--- config.mk ---
export PLATFORM = sky130hd
export DESIGN_NAME = fft_spectrum_peak_flat
export DESIGN_NICKNAME = d
export VERILOG_FILES = /design/src/rtl/fft_spectrum_peak_if.sv /design/src/rtl/fft_spectrum_peak.sv /design/src/flat_wrapper.sv
export SDC_FILE = /design/constraint.sdc
export NUM_CORES = 2
export LEC_CHECK = 0
export BUFFER_PORTS_ARGS = -buffer_cell sky130_fd_sc_hd__buf_2
export CAP_MARGIN = 20
export CORE_ASPECT_RATIO = 0.6
export CORE_MARGIN = 1.5
export CORE_UTILIZATION = 55
export CTS_CLUSTER_DIAMETER = 80
export DETAILED_ROUTE_END_ITERATION = 7
export HOLD_SLACK_MARGIN = 0.02
export PLACE_DENSITY_LB_ADDON = 0.12
export SYNTH_ARGS = -nofsm -noshare
export SYNTH_HDL_FRONTEND = slang
export SYNTH_SLANG_ARGS = --single-unit
--- constraint.sdc ---
create_clock -name i_aclk -period 18.5 [get_ports i_aclk]
set_clock_uncertainty 0.2 [all_clocks]
set_input_delay 3.7 -clock i_aclk [delete_from_list [all_inputs] [get_ports i_aclk]]
set_output_delay 3.7 -clock i_aclk [all_outputs]
set_load 0.05 [all_outputs]
--- src/rtl/fft_spectrum_peak_if.sv ---
// Stream bundle for fft_spectrum_peak: FFT bins in, per-bin power and frame peak out.
// The DUT side uses the slave modport, the bin source / result sink uses master.
interface fft_spectrum_peak_if #(
  parameter int LOGS_FFT_LEN = 10,
  parameter int INPUT_WIDTH  = 16
);
  localparam int IDX_W = LOGS_FFT_LEN;
  localparam int PWR_W = 2 * INPUT_WIDTH;

  logic               i_axi4s_data_tvalid;
  logic [PWR_W-1:0]   i_axi4s_data_tdata;
  logic               i_axi4s_data_tlast;
  logic [23:0]        i_axi4s_data_tuser;

  logic               o_pwr_vld;
  logic [PWR_W-1:0]   o_pwr;
  logic [IDX_W-1:0]   o_pwr_index;
  logic               o_pwr_last;

  logic               o_peak_vld;
  logic [IDX_W-1:0]   o_peak_index;
  logic [PWR_W-1:0]   o_peak_pwr;
  logic [4:0]         o_peak_exp;
  logic               o_frame_err;

  modport master (
    output i_axi4s_data_tvalid, i_axi4s_data_tdata, i_axi4s_data_tlast, i_axi4s_data_tuser,
    input  o_pwr_vld, o_pwr, o_pwr_index, o_pwr_last,
    input  o_peak_vld, o_peak_index, o_peak_pwr, o_peak_exp, o_frame_err
  );

  modport slave (
    input  i_axi4s_data_tvalid, i_axi4s_data_tdata, i_axi4s_data_tlast, i_axi4s_data_tuser,
    output o_pwr_vld, o_pwr, o_pwr_index, o_pwr_last,
    output o_peak_vld, o_peak_index, o_peak_pwr, o_peak_exp, o_frame_err
  );
endinterface

--- src/rtl/fft_spectrum_peak.sv ---
// Per-bin power (re^2+im^2) through a 3-stage pipeline, plus a per-frame peak search
// with frame-integrity checking and a one-cycle peak report after each tlast.
module fft_spectrum_peak #(
  parameter int LOGS_FFT_LEN = 10,
  parameter int INPUT_WIDTH  = 16,
  parameter int SKIP_DC      = 1
) (
  input  logic               i_aclk,
  input  logic               i_aresetn,
  fft_spectrum_peak_if.slave bus
);
  localparam int IW     = INPUT_WIDTH;
  localparam int PW     = 2 * IW;
  localparam int IDXW   = LOGS_FFT_LEN;
  localparam int EW     = 5;
  localparam int STAGES = 3;
  localparam logic [IDXW-1:0] LAST_IDX = '1;

  typedef struct packed {
    logic            last;
    logic [EW-1:0]   exp;
    logic [IDXW-1:0] idx;
  } side_t;

  typedef enum logic [1:0] {IDLE, ACTIVE, REPORT} state_t;

  // ---------------- power pipeline ----------------
  logic [STAGES:1]    vld_pipe;
  side_t              side_in, s1_side, s2_side, s3_side;
  logic signed [IW-1:0] s1_re, s1_im;
  logic signed [PW-1:0] re_x, im_x;
  logic [PW-1:0]      s2_re2, s2_im2, pwr_q;
  logic               unused_tuser;

  assign side_in.last = bus.i_axi4s_data_tlast;
  assign side_in.exp  = bus.i_axi4s_data_tuser[16 +: EW];
  assign side_in.idx  = bus.i_axi4s_data_tuser[IDXW-1:0];
  assign unused_tuser = ^{bus.i_axi4s_data_tuser[23:21], bus.i_axi4s_data_tuser[15:IDXW]};

  // Squares are taken at full width; each is at most 2^(PW-2), so the sum cannot overflow.
  assign re_x = {{IW{s1_re[IW-1]}}, s1_re};
  assign im_x = {{IW{s1_im[IW-1]}}, s1_im};

  always_ff @(posedge i_aclk or negedge i_aresetn) begin
    if (!i_aresetn) begin
      vld_pipe <= '0;
      s1_re    <= '0;
      s1_im    <= '0;
      s1_side  <= '0;
      s2_re2   <= '0;
      s2_im2   <= '0;
      s2_side  <= '0;
      pwr_q    <= '0;
      s3_side  <= '0;
    end else begin
      vld_pipe <= {vld_pipe[STAGES-1:1], bus.i_axi4s_data_tvalid};
      if (bus.i_axi4s_data_tvalid) begin
        s1_re   <= bus.i_axi4s_data_tdata[IW-1:0];
        s1_im   <= bus.i_axi4s_data_tdata[IW +: IW];
        s1_side <= side_in;
      end
      if (vld_pipe[1]) begin
        s2_re2  <= re_x * re_x;
        s2_im2  <= im_x * im_x;
        s2_side <= s1_side;
      end
      if (vld_pipe[2]) begin
        pwr_q   <= s2_re2 + s2_im2;
        s3_side <= s2_side;
      end
    end
  end

  assign bus.o_pwr_vld   = vld_pipe[STAGES];
  assign bus.o_pwr       = pwr_q;
  assign bus.o_pwr_index = s3_side.idx;
  assign bus.o_pwr_last  = vld_pipe[STAGES] & s3_side.last;

  // ---------------- peak search FSM (works on power-stage beats) ----------------
  state_t          state_q, state_d;
  logic [PW-1:0]   run_pwr_q, run_pwr_d;
  logic [IDXW-1:0] run_idx_q, run_idx_d;
  logic [IDXW-1:0] prev_idx_q, prev_idx_d;
  logic [EW-1:0]   exp_q, exp_d;
  logic            err_d, rpt_load, frame_err_q;
  logic            beat, dc_skip, last_bad;

  logic [IDXW-1:0] peak_idx_q;
  logic [PW-1:0]   peak_pwr_q;
  logic [EW-1:0]   peak_exp_q;

  assign beat     = vld_pipe[STAGES];
  assign dc_skip  = (SKIP_DC != 0) && (s3_side.idx == '0);
  assign last_bad = s3_side.last != (s3_side.idx == LAST_IDX);

  always_ff @(posedge i_aclk or negedge i_aresetn) begin
    if (!i_aresetn) begin
      state_q     <= IDLE;
      run_pwr_q   <= '0;
      run_idx_q   <= '0;
      prev_idx_q  <= '0;
      exp_q       <= '0;
      frame_err_q <= 1'b0;
      peak_idx_q  <= '0;
      peak_pwr_q  <= '0;
      peak_exp_q  <= '0;
    end else begin
      state_q     <= state_d;
      run_pwr_q   <= run_pwr_d;
      run_idx_q   <= run_idx_d;
      prev_idx_q  <= prev_idx_d;
      exp_q       <= exp_d;
      frame_err_q <= frame_err_q | err_d;
      if (rpt_load) begin
        peak_idx_q <= run_idx_d;
        peak_pwr_q <= run_pwr_d;
        peak_exp_q <= exp_d;
      end
    end
  end

  always_comb begin
    state_d    = state_q;
    run_pwr_d  = run_pwr_q;
    run_idx_d  = run_idx_q;
    prev_idx_d = prev_idx_q;
    exp_d      = exp_q;
    err_d      = 1'b0;
    rpt_load   = beat && s3_side.last;
    case (state_q)
      // REPORT lasts one cycle but still accepts a new frame's first beat.
      IDLE, REPORT: begin
        state_d = IDLE;
        if (beat) begin
          exp_d      = s3_side.exp;
          prev_idx_d = s3_side.idx;
          run_idx_d  = s3_side.idx;
          run_pwr_d  = dc_skip ? '0 : pwr_q;
          err_d      = (s3_side.idx != '0) || last_bad;
          state_d    = s3_side.last ? REPORT : ACTIVE;
        end
      end
      ACTIVE: begin
        if (beat) begin
          prev_idx_d = s3_side.idx;
          // Strictly greater keeps the lowest index on ties.
          if (!dc_skip && (pwr_q > run_pwr_q)) begin
            run_pwr_d = pwr_q;
            run_idx_d = s3_side.idx;
          end
          err_d = (s3_side.idx != prev_idx_q + IDXW'(1)) || (s3_side.exp != exp_q) || last_bad;
          if (s3_side.last) state_d = REPORT;
        end
      end
      default: state_d = IDLE;
    endcase
  end

  assign bus.o_peak_vld   = (state_q == REPORT);
  assign bus.o_peak_index = peak_idx_q;
  assign bus.o_peak_pwr   = peak_pwr_q;
  assign bus.o_peak_exp   = peak_exp_q;
  assign bus.o_frame_err  = frame_err_q;

endmodule
--- src/flat_wrapper.sv ---
// flat-port wrapper written by rule: the top's interface ports become plain ports
module fft_spectrum_peak_flat 
#(
  parameter int LOGS_FFT_LEN = 10,
  parameter int INPUT_WIDTH  = 16,
  parameter int SKIP_DC      = 1
)
  (i_aclk, i_aresetn, bus_i_axi4s_data_tvalid, bus_i_axi4s_data_tdata, bus_i_axi4s_data_tlast, bus_i_axi4s_data_tuser, bus_o_pwr_vld, bus_o_pwr, bus_o_pwr_index, bus_o_pwr_last, bus_o_peak_vld, bus_o_peak_index, bus_o_peak_pwr, bus_o_peak_exp, bus_o_frame_err);
  fft_spectrum_peak_if #(.LOGS_FFT_LEN(LOGS_FFT_LEN), .INPUT_WIDTH(INPUT_WIDTH)) bus_i ();
  input  logic i_aclk;
  input  logic i_aresetn;
  input wire logic [$bits(bus_i.i_axi4s_data_tvalid)-1:0] bus_i_axi4s_data_tvalid;
  input wire logic [$bits(bus_i.i_axi4s_data_tdata)-1:0] bus_i_axi4s_data_tdata;
  input wire logic [$bits(bus_i.i_axi4s_data_tlast)-1:0] bus_i_axi4s_data_tlast;
  input wire logic [$bits(bus_i.i_axi4s_data_tuser)-1:0] bus_i_axi4s_data_tuser;
  output wire logic [$bits(bus_i.o_pwr_vld)-1:0] bus_o_pwr_vld;
  output wire logic [$bits(bus_i.o_pwr)-1:0] bus_o_pwr;
  output wire logic [$bits(bus_i.o_pwr_index)-1:0] bus_o_pwr_index;
  output wire logic [$bits(bus_i.o_pwr_last)-1:0] bus_o_pwr_last;
  output wire logic [$bits(bus_i.o_peak_vld)-1:0] bus_o_peak_vld;
  output wire logic [$bits(bus_i.o_peak_index)-1:0] bus_o_peak_index;
  output wire logic [$bits(bus_i.o_peak_pwr)-1:0] bus_o_peak_pwr;
  output wire logic [$bits(bus_i.o_peak_exp)-1:0] bus_o_peak_exp;
  output wire logic [$bits(bus_i.o_frame_err)-1:0] bus_o_frame_err;
  assign bus_i.i_axi4s_data_tvalid = bus_i_axi4s_data_tvalid;
  assign bus_i.i_axi4s_data_tdata = bus_i_axi4s_data_tdata;
  assign bus_i.i_axi4s_data_tlast = bus_i_axi4s_data_tlast;
  assign bus_i.i_axi4s_data_tuser = bus_i_axi4s_data_tuser;
  assign bus_o_pwr_vld = bus_i.o_pwr_vld;
  assign bus_o_pwr = bus_i.o_pwr;
  assign bus_o_pwr_index = bus_i.o_pwr_index;
  assign bus_o_pwr_last = bus_i.o_pwr_last;
  assign bus_o_peak_vld = bus_i.o_peak_vld;
  assign bus_o_peak_index = bus_i.o_peak_index;
  assign bus_o_peak_pwr = bus_i.o_peak_pwr;
  assign bus_o_peak_exp = bus_i.o_peak_exp;
  assign bus_o_frame_err = bus_i.o_frame_err;
  fft_spectrum_peak #(.LOGS_FFT_LEN(LOGS_FFT_LEN), .INPUT_WIDTH(INPUT_WIDTH), .SKIP_DC(SKIP_DC)) u_core (.i_aclk(i_aclk), .i_aresetn(i_aresetn), .bus(bus_i));
endmodule
== After elaboration in Yosys (flattened, before gate mapping) ==
Index checks and enable logic that the tools add are counted.

* Bits of input ports: 60
* Word-level logic and storage cells: 71
* Flip-flop bits (word level): 286

* Equality and inequality tests: 8
* $mul: 2
* Multiplexer cells: 19
* Add/subtract/negate cells: 2
* Magnitude comparators: 1
* Reduce and logical (&&, ||, !) cells: 13
* Bitwise operators: 2

{| class="wikitable"
|+ Operators by type and width
! operator !! count
|-
| 2-to-1 mux 32 bit || 4
|-
| multiplier 16 x 16 -> 32 bit || 2
|-
| case mux 32 bit (2 select lines) || 1
|-
| adder 32 bit || 1
|-
| > comparator 32 bit || 1
|-
| 2-to-1 mux 10 bit || 3
|-
| case mux 10 bit (2 select lines) || 1
|-
| adder 10 x 1 -> 10 bit (second input constant) || 1
|-
| equality test 10 bit (second input constant) || 1
|-
| zero test 10 bit || 1
|-
| 2-to-1 mux 5 bit || 2
|-
| inequality test 10 bit || 1
|-
| nonzero test 10 bit || 1
|-
| 2-to-1 mux 2 bit || 4
|-
| inequality test 5 bit || 1
|-
| inequality test 2 x 1 -> 1 bit (second input constant) || 2
|-
| case mux 2 bit (2 select lines) || 1
|-
| AND reduction 2 bit || 2
|-
| logical OR 1 bit || 3
|-
| OR reduction 3 bit || 1
|-
| equality test 2 x 1 -> 1 bit (second input constant) || 1
|-
| equality test 2 bit (second input constant) || 1
|-
| logical AND 1 bit || 2
|-
| zero test 2 bit || 1
|-
| 7 further kinds || 8
|}

== Depth between registers and ports, before layout ==
* Depth after elaboration: 7
* Mapped depth: 25

== Worst setup path after synthesis ==
OpenSTA, ideal clock, no wires.

* Path kind: register to register
* Start: register u_core.s1_re[15]
* End: register u_core.s2_re2[30]
* Period minus slack after synthesis: 6.646 ns
* Data arrival time: 6.319 ns
* Stages on the path, launching flop included: 22
* Library setup time: 0.126 ns
* Path slack: 11.854 ns
* Path through: dfrtp_1 -> clkinv_1 -> clkbuf_1 -> nor2_1 -> fa_1 -> fa_1 -> fa_1 -> fa_1 -> fa_1 -> inv_1 -> fa_1 -> inv_1 -> ha_1 -> a21oi_1 -> o21bai_1 -> a21o_1 -> nand2b_1 -> o32ai_1 -> nor3_1 -> o31ai_1 -> mux2i_1 -> a311o_1

* Longest elaborated chain between the ends: 1

{| class="wikitable"
|+ Ends and longest elaborated chain
! what !! line !! source
|-
| start, declared || fft_spectrum_peak.sv:30 || <nowiki>logic signed [IW-1:0] s1_re, s1_im;</nowiki>
|-
| start signal, assigned || fft_spectrum_peak.sv:58 || <nowiki>s1_re <= bus.i_axi4s_data_tdata[IW-1:0];</nowiki>
|-
| multiplier 16 x 16 -> 32 bit || fft_spectrum_peak.sv:63 || <nowiki>s2_re2 <= re_x * re_x;</nowiki>
|-
| end signal, assigned || fft_spectrum_peak.sv:63 ||
|-
| end, declared || fft_spectrum_peak.sv:32 || <nowiki>logic [PW-1:0] s2_re2, s2_im2, pwr_q;</nowiki>
|}

Every way passes these cells.
A chain may end at the register's enable or synchronous reset.

== Worst setup path in the final report ==
Ends and elaborated chain as after synthesis.

==> report_table.html <==
<table>
<tr><th>Metric</th><th>Value</th></tr>
<tr><th colspan="2">Global routing</th></tr>
<tr><td>Pin count of the biggest net entering global routing</td><td>84</td></tr>
<tr><td>Wire length of the first global-routing pass</td><td>118,000 um</td></tr>
<tr><td>Total overflow reported by the global router</td><td>0</td></tr>
<tr><td>Vias in the first global route</td><td>21,700</td></tr>
<tr><td>Initial antenna violation count</td><td>0</td></tr>
<tr><td>Overall Global Routing Usage</td><td>0.261</td></tr>
<tr><th colspan="2">STA</th></tr>
<tr><td>Hold Slack</td><td>0.289 ns</td></tr>
<tr><td>Hold Vio Cnt, Final</td><td>0</td></tr>
<tr><td>Worst slew slack as a fraction of its limit</td><td>0.358</td></tr>
<tr><td>Slew Limit Fails</td><td>0</td></tr>
<tr><td>Setup violation total in the final timing report</td><td>0</td></tr>
<tr><td>FMAX</td><td>0.125 GHz</td></tr>
<tr><td>Share of the clock period used by the worst path after layout</td><td>0.431</td></tr>
<tr><td>Transition time of the tightest slew-check pin</td><td>0.962 ns</td></tr>
<tr><td>Unrepaired setup endpoints after global routing</td><td>no</td></tr>
<tr><td>Setup TNS</td><td>0 ns</td></tr>
<tr><td>Min cycle time layout</td><td>7.98 ns</td></tr>
<tr><th colspan="2">Synthesis</th></tr>
<tr><td>Top-area cell type share of the netlist area</td><td>0.305</td></tr>
<tr><td>Top post-synthesis cells by count</td><td>inv_1 (693), fa_1 (469), dfrtp_1 (284), ha_1 (243), nand2_1 (222)</td></tr>
<tr><td>Avg Synthesized Cell Area</td><td>10.3 um^2</td></tr>
<tr><td>Dominant synthesized flop cell</td><td>dfrtp_1</td></tr>
<tr><td>Number of enable flip-flop cells after synthesis</td><td>0</td></tr>
<tr><td>Cells taking the most area after synthesis</td><td>fa_1 (30%), dfrtp_1 (23%), ha_1 (9.9%)</td></tr>
<tr><td>Number of instances in the synthesized netlist</td><td>2,992</td></tr>
<tr><td>Proportion of synthesized chip area in sequential cells</td><td>0.231</td></tr>
<tr><td>Cell area after technology mapping</td><td>30,800 um^2</td></tr>
<tr><td>Distinct cells, synth</td><td>69</td></tr>
<tr><td>Most used standard cell by instance count after synthesis</td><td>inv_1</td></tr>
<tr><td>Cell type with the highest aggregate area in the netlist</td><td>fa_1</td></tr>
<tr><td>Count of yosys warnings during synthesis</td><td>0</td></tr>
<tr><td>Post-synthesis async set-or-reset flop share</td><td>1.00</td></tr>
<tr><td>Syn Nets</td><td>3,764</td></tr>
<tr><td>Flip-flop and latch count after synthesis</td><td>284</td></tr>
<tr><th colspan="2">CTS</th></tr>
<tr><td>H-Tree Depth</td><td>1</td></tr>
<tr><td>Clock tree from TritonCTS</td><td>yes</td></tr>
<tr><td>CTS Hold Buffers Added</td><td>0</td></tr>
<tr><td>Number of cells upsized or downsized after cts</td><td>0</td></tr>
<tr><td>Clk sinks</td><td>284</td></tr>
<tr><td>Root buffer selected by CTS</td><td>clkbuf_16</td></tr>
<tr><td>Clock input transition at the sequential cells of the worst setup and hold paths</td><td>0.07 ns</td></tr>
<tr><td>Number of buffers inserted during clock tree synthesis</td><td>31</td></tr>
<tr><td>Clock latency on the worst-skew pair</td><td>0.63 ns</td></tr>
<tr><td>Maximum root-to-sink buffer count</td><td>3</td></tr>
<tr><td>Post-CTS setup buffer count</td><td>0</td></tr>
<tr><th colspan="2">Critical path</th></tr>
<tr><td>Startpoint-to-endpoint class of the critical path</td><td>flip-flop to flip-flop</td></tr>
<tr><td>Required @ worst endpoint</td><td>18.81 ns</td></tr>
<tr><td>Crit path DAT</td><td>8.28 ns</td></tr>
<tr><td>Critical Path Max Stage Delay</td><td>0.90 ns</td></tr>
<tr><td>Depth of the worst register-to-register path</td><td>20</td></tr>
<tr><td>CP Cell Sequence</td><td>clkinv_1, nor2_1, fa_1, fa_1, fa_1, fa_1, fa_1, inv_1, fa_1, inv_1, ha_1, a21oi_1, o21bai_1, a21o_1, nand2b_1, o32ai_1, nor3_1, o31ai_1, mux2i_1, a311o_1</td></tr>
<tr><td>Top Family by Delay on Critical Path</td><td>adder cells</td></tr>
<tr><td>Startpoint class of the critical path</td><td>flip-flop</td></tr>
<tr><td>Cell occurring most often along the worst timing path</td><td>fa_1</td></tr>
<tr><td>Number of buffers and inverters on the critical path</td><td>3</td></tr>
<tr><td>Slowest cell on the critical path</td><td>fa_1</td></tr>
<tr><td>Reg2Reg Launch Point</td><td>u_core.s1_re[15]$_DFFE_PN0P_</td></tr>
<tr><td>Peak fanout along the critical path</td><td>18</td></tr>
<tr><td>Critical R2R Capture</td><td>u_core.s2_re2[30]$_DFFE_PN0P_</td></tr>
<tr><td>Worst R2R Setup Slack</td><td>10.52 ns</td></tr>
<tr><td>Kind of end point of the critical path</td><td>flip-flop</td></tr>
<tr><th colspan="2">Floorplan</th></tr>
<tr><td>Die Footprint</td><td>57,500 um^2</td></tr>
<tr><td>Top-level I/O count</td><td>153</td></tr>
<tr><td>Core ar.</td><td>54,800 um^2</td></tr>
<tr><td>DIE HEIGHT</td><td>186 um</td></tr>
<tr><td>Initial Utilization</td><td>0.562</td></tr>
<tr><td>Chip Width</td><td>308 um</td></tr>
<tr><td>Cell row count</td><td>66</td></tr>
<tr><th colspan="2">Layout</th></tr>
<tr><td>Synthesis-to-layout area growth</td><td>7.73%</td></tr>
<tr><td>Number of nets in the layout</td><td>3,855</td></tr>
<tr><td>Share of cells above drive strength 1</td><td>0.140</td></tr>
<tr><td>Antenna Diode Count</td><td>0</td></tr>
<tr><td>Filler instances</td><td>4,579</td></tr>
<tr><th colspan="2">Route</th></tr>
<tr><td>Via-to-Cell Ratio</td><td>5.36</td></tr>
<tr><td>Final WL</td><td>71,400 um</td></tr>
<tr><td>Drc violations</td><td>0</td></tr>
<tr><td>Vias post-DR</td><td>20,700</td></tr>
<tr><td>Drt first pass iters</td><td>5</td></tr>
<tr><td>Antenna-violating nets left</td><td>0</td></tr>
<tr><td>Routed length per placed instance</td><td>18.5 um</td></tr>
<tr><td>Number of DRC markers in iteration 0</td><td>1,427</td></tr>
<tr><th colspan="2">Run</th></tr>
<tr><td>Max-capacitance violation count</td><td>0</td></tr>
<tr><th colspan="2">Hold path</th></tr>
<tr><td>Worst Hold Endpoint</td><td>u_core.bus.o_frame_err$_DFF_PN0_</td></tr>
<tr><td>Hold wc startpoint</td><td>u_core.bus.o_frame_err$_DFF_PN0_</td></tr>
<tr><td>Path class of the lowest-slack min-delay path</td><td>flip-flop to flip-flop</td></tr>
<tr><td>Number of cells on the worst hold path</td><td>1</td></tr>
<tr><th colspan="2">Placed design</th></tr>
<tr><td>Placer's final routability congestion estimate</td><td>0.906</td></tr>
<tr><td>HPWL after detailed placement</td><td>57,900 um</td></tr>
<tr><td>Number of I/O port buffers</td><td>143</td></tr>
<tr><th colspan="2">Outcome</th></tr>
<tr><td>Run status</td><td>finished, final reports clean</td></tr>
</table>
final cells by class:
cell class,count,area [um^2],share of cell area
clock buffers,37,818,0.0247
clock inverters,20,190,0.00573
inverters,695,2610,0.0786
multi-input cells,1911,20600,0.622
flip-flops and latches,284,7110,0.214
well taps,748,936,0.0282
repair buffers,160,886,0.0267
placed cells by master (no fill, tap or decap), drive strengths merged, types with 7 or more instances in the layout:
cell type,synthesis,layout
o21bai,9,9
and3,8,8
nand4,18,18
o21ai,57,57
a31oi,12,12
ha,243,243
a211oi,12,12
nand2b,16,16
fa,469,469
xnor2,97,97
inv,693,700
mux2,192,192
and2,84,84
a22o,32,32
o211ai,12,12
nor2,103,103
nand2,222,222
nand3,21,21
xor2,29,29
buf,20,160
nor3,21,21
clkinv,2,13
dfrtp,284,284
o21a,14,14
a21o,46,46
a21oi,73,73
a31o,17,17
nor2b,16,16
or3,8,8
clkbuf,82,37
a21boi,7,7
flip-flops by register name (all words and copies together) (netlist names), 16 cells and up:
| name | count |
|---|---|
| u_core.bus.o_peak_pwr | 32 |
| u_core.s2_im2 | 31 |
| u_core.run_pwr_q | 32 |
| u_core.s1_re | 16 |
| u_core.s2_re2 | 31 |
| u_core.s2_side | 16 |
| u_core.bus.o_pwr | 32 |
| u_core.s1_side | 16 |
| u_core.s1_im | 16 |
cells by family (layout without fill, tap and decap cells):
logic type	count (synthesis)	after routing	synth area share
buf+inv	797	912	0.0997
fa+ha+maj	712	712	0.404
simple gates	545	545	0.0838
compound gates	330	330	0.0729
flops	284	284	0.231
mux	198	198	0.0734
xor+xnor	126	126	0.0358
per-stage QoR:
| step | util | worst slack, ns | area, um^2 | cells |
|---|---|---|---|---|
| final | 0.606 | 10.52 | 33200 | 3855 |
| after CTS | 0.605 | 10.58 | 33100 | 3853 |
| after global placement | 0.587 | 10.63 | 32100 | 3796 |
| after global routing | 0.606 | 10.08 | 33200 | 3855 |
| after floorplan | - | 11.85 | 30800 | 2992 |
| after detailed placement | 0.587 | 10.63 | 32100 | 3796 |
how the worst max path moves through the flow:
stage | startpoint | end | slack [ns] | depth (start not counted)
finish | u_core.s1_re[15]$_DFFE_PN0P_ | u_core.s2_re2[30]$_DFFE_PN0P_ | 10.52 | 20
global route | u_core.s1_re[15]$_DFFE_PN0P_ | u_core.s2_re2[30]$_DFFE_PN0P_ | 10.08 | 20
CTS | u_core.s1_re[15]$_DFFE_PN0P_ | u_core.s2_re2[30]$_DFFE_PN0P_ | 10.58 | 20
detailed placement | u_core.s1_re[15]$_DFFE_PN0P_ | u_core.s2_re2[30]$_DFFE_PN0P_ | 10.63 | 20
global placement | u_core.s1_re[15]$_DFFE_PN0P_ | u_core.s2_re2[30]$_DFFE_PN0P_ | 10.63 | 20
floorplan | u_core.s1_re[15]$_DFFE_PN0P_ | u_core.s2_re2[30]$_DFFE_PN0P_ | 11.85 | 21
metal layers:
layer / GRT usage / share of wire
met3: 0.0523 / 0.077
met2: 0.370 / 0.40
met4: 0.0396 / 0.016
met1: 0.417 / 0.51
met5: 0 / 0
Power is left out: the tool's default activity adds up to more than one toggle a clock period on the data nets, which glitch-free logic cannot reach.
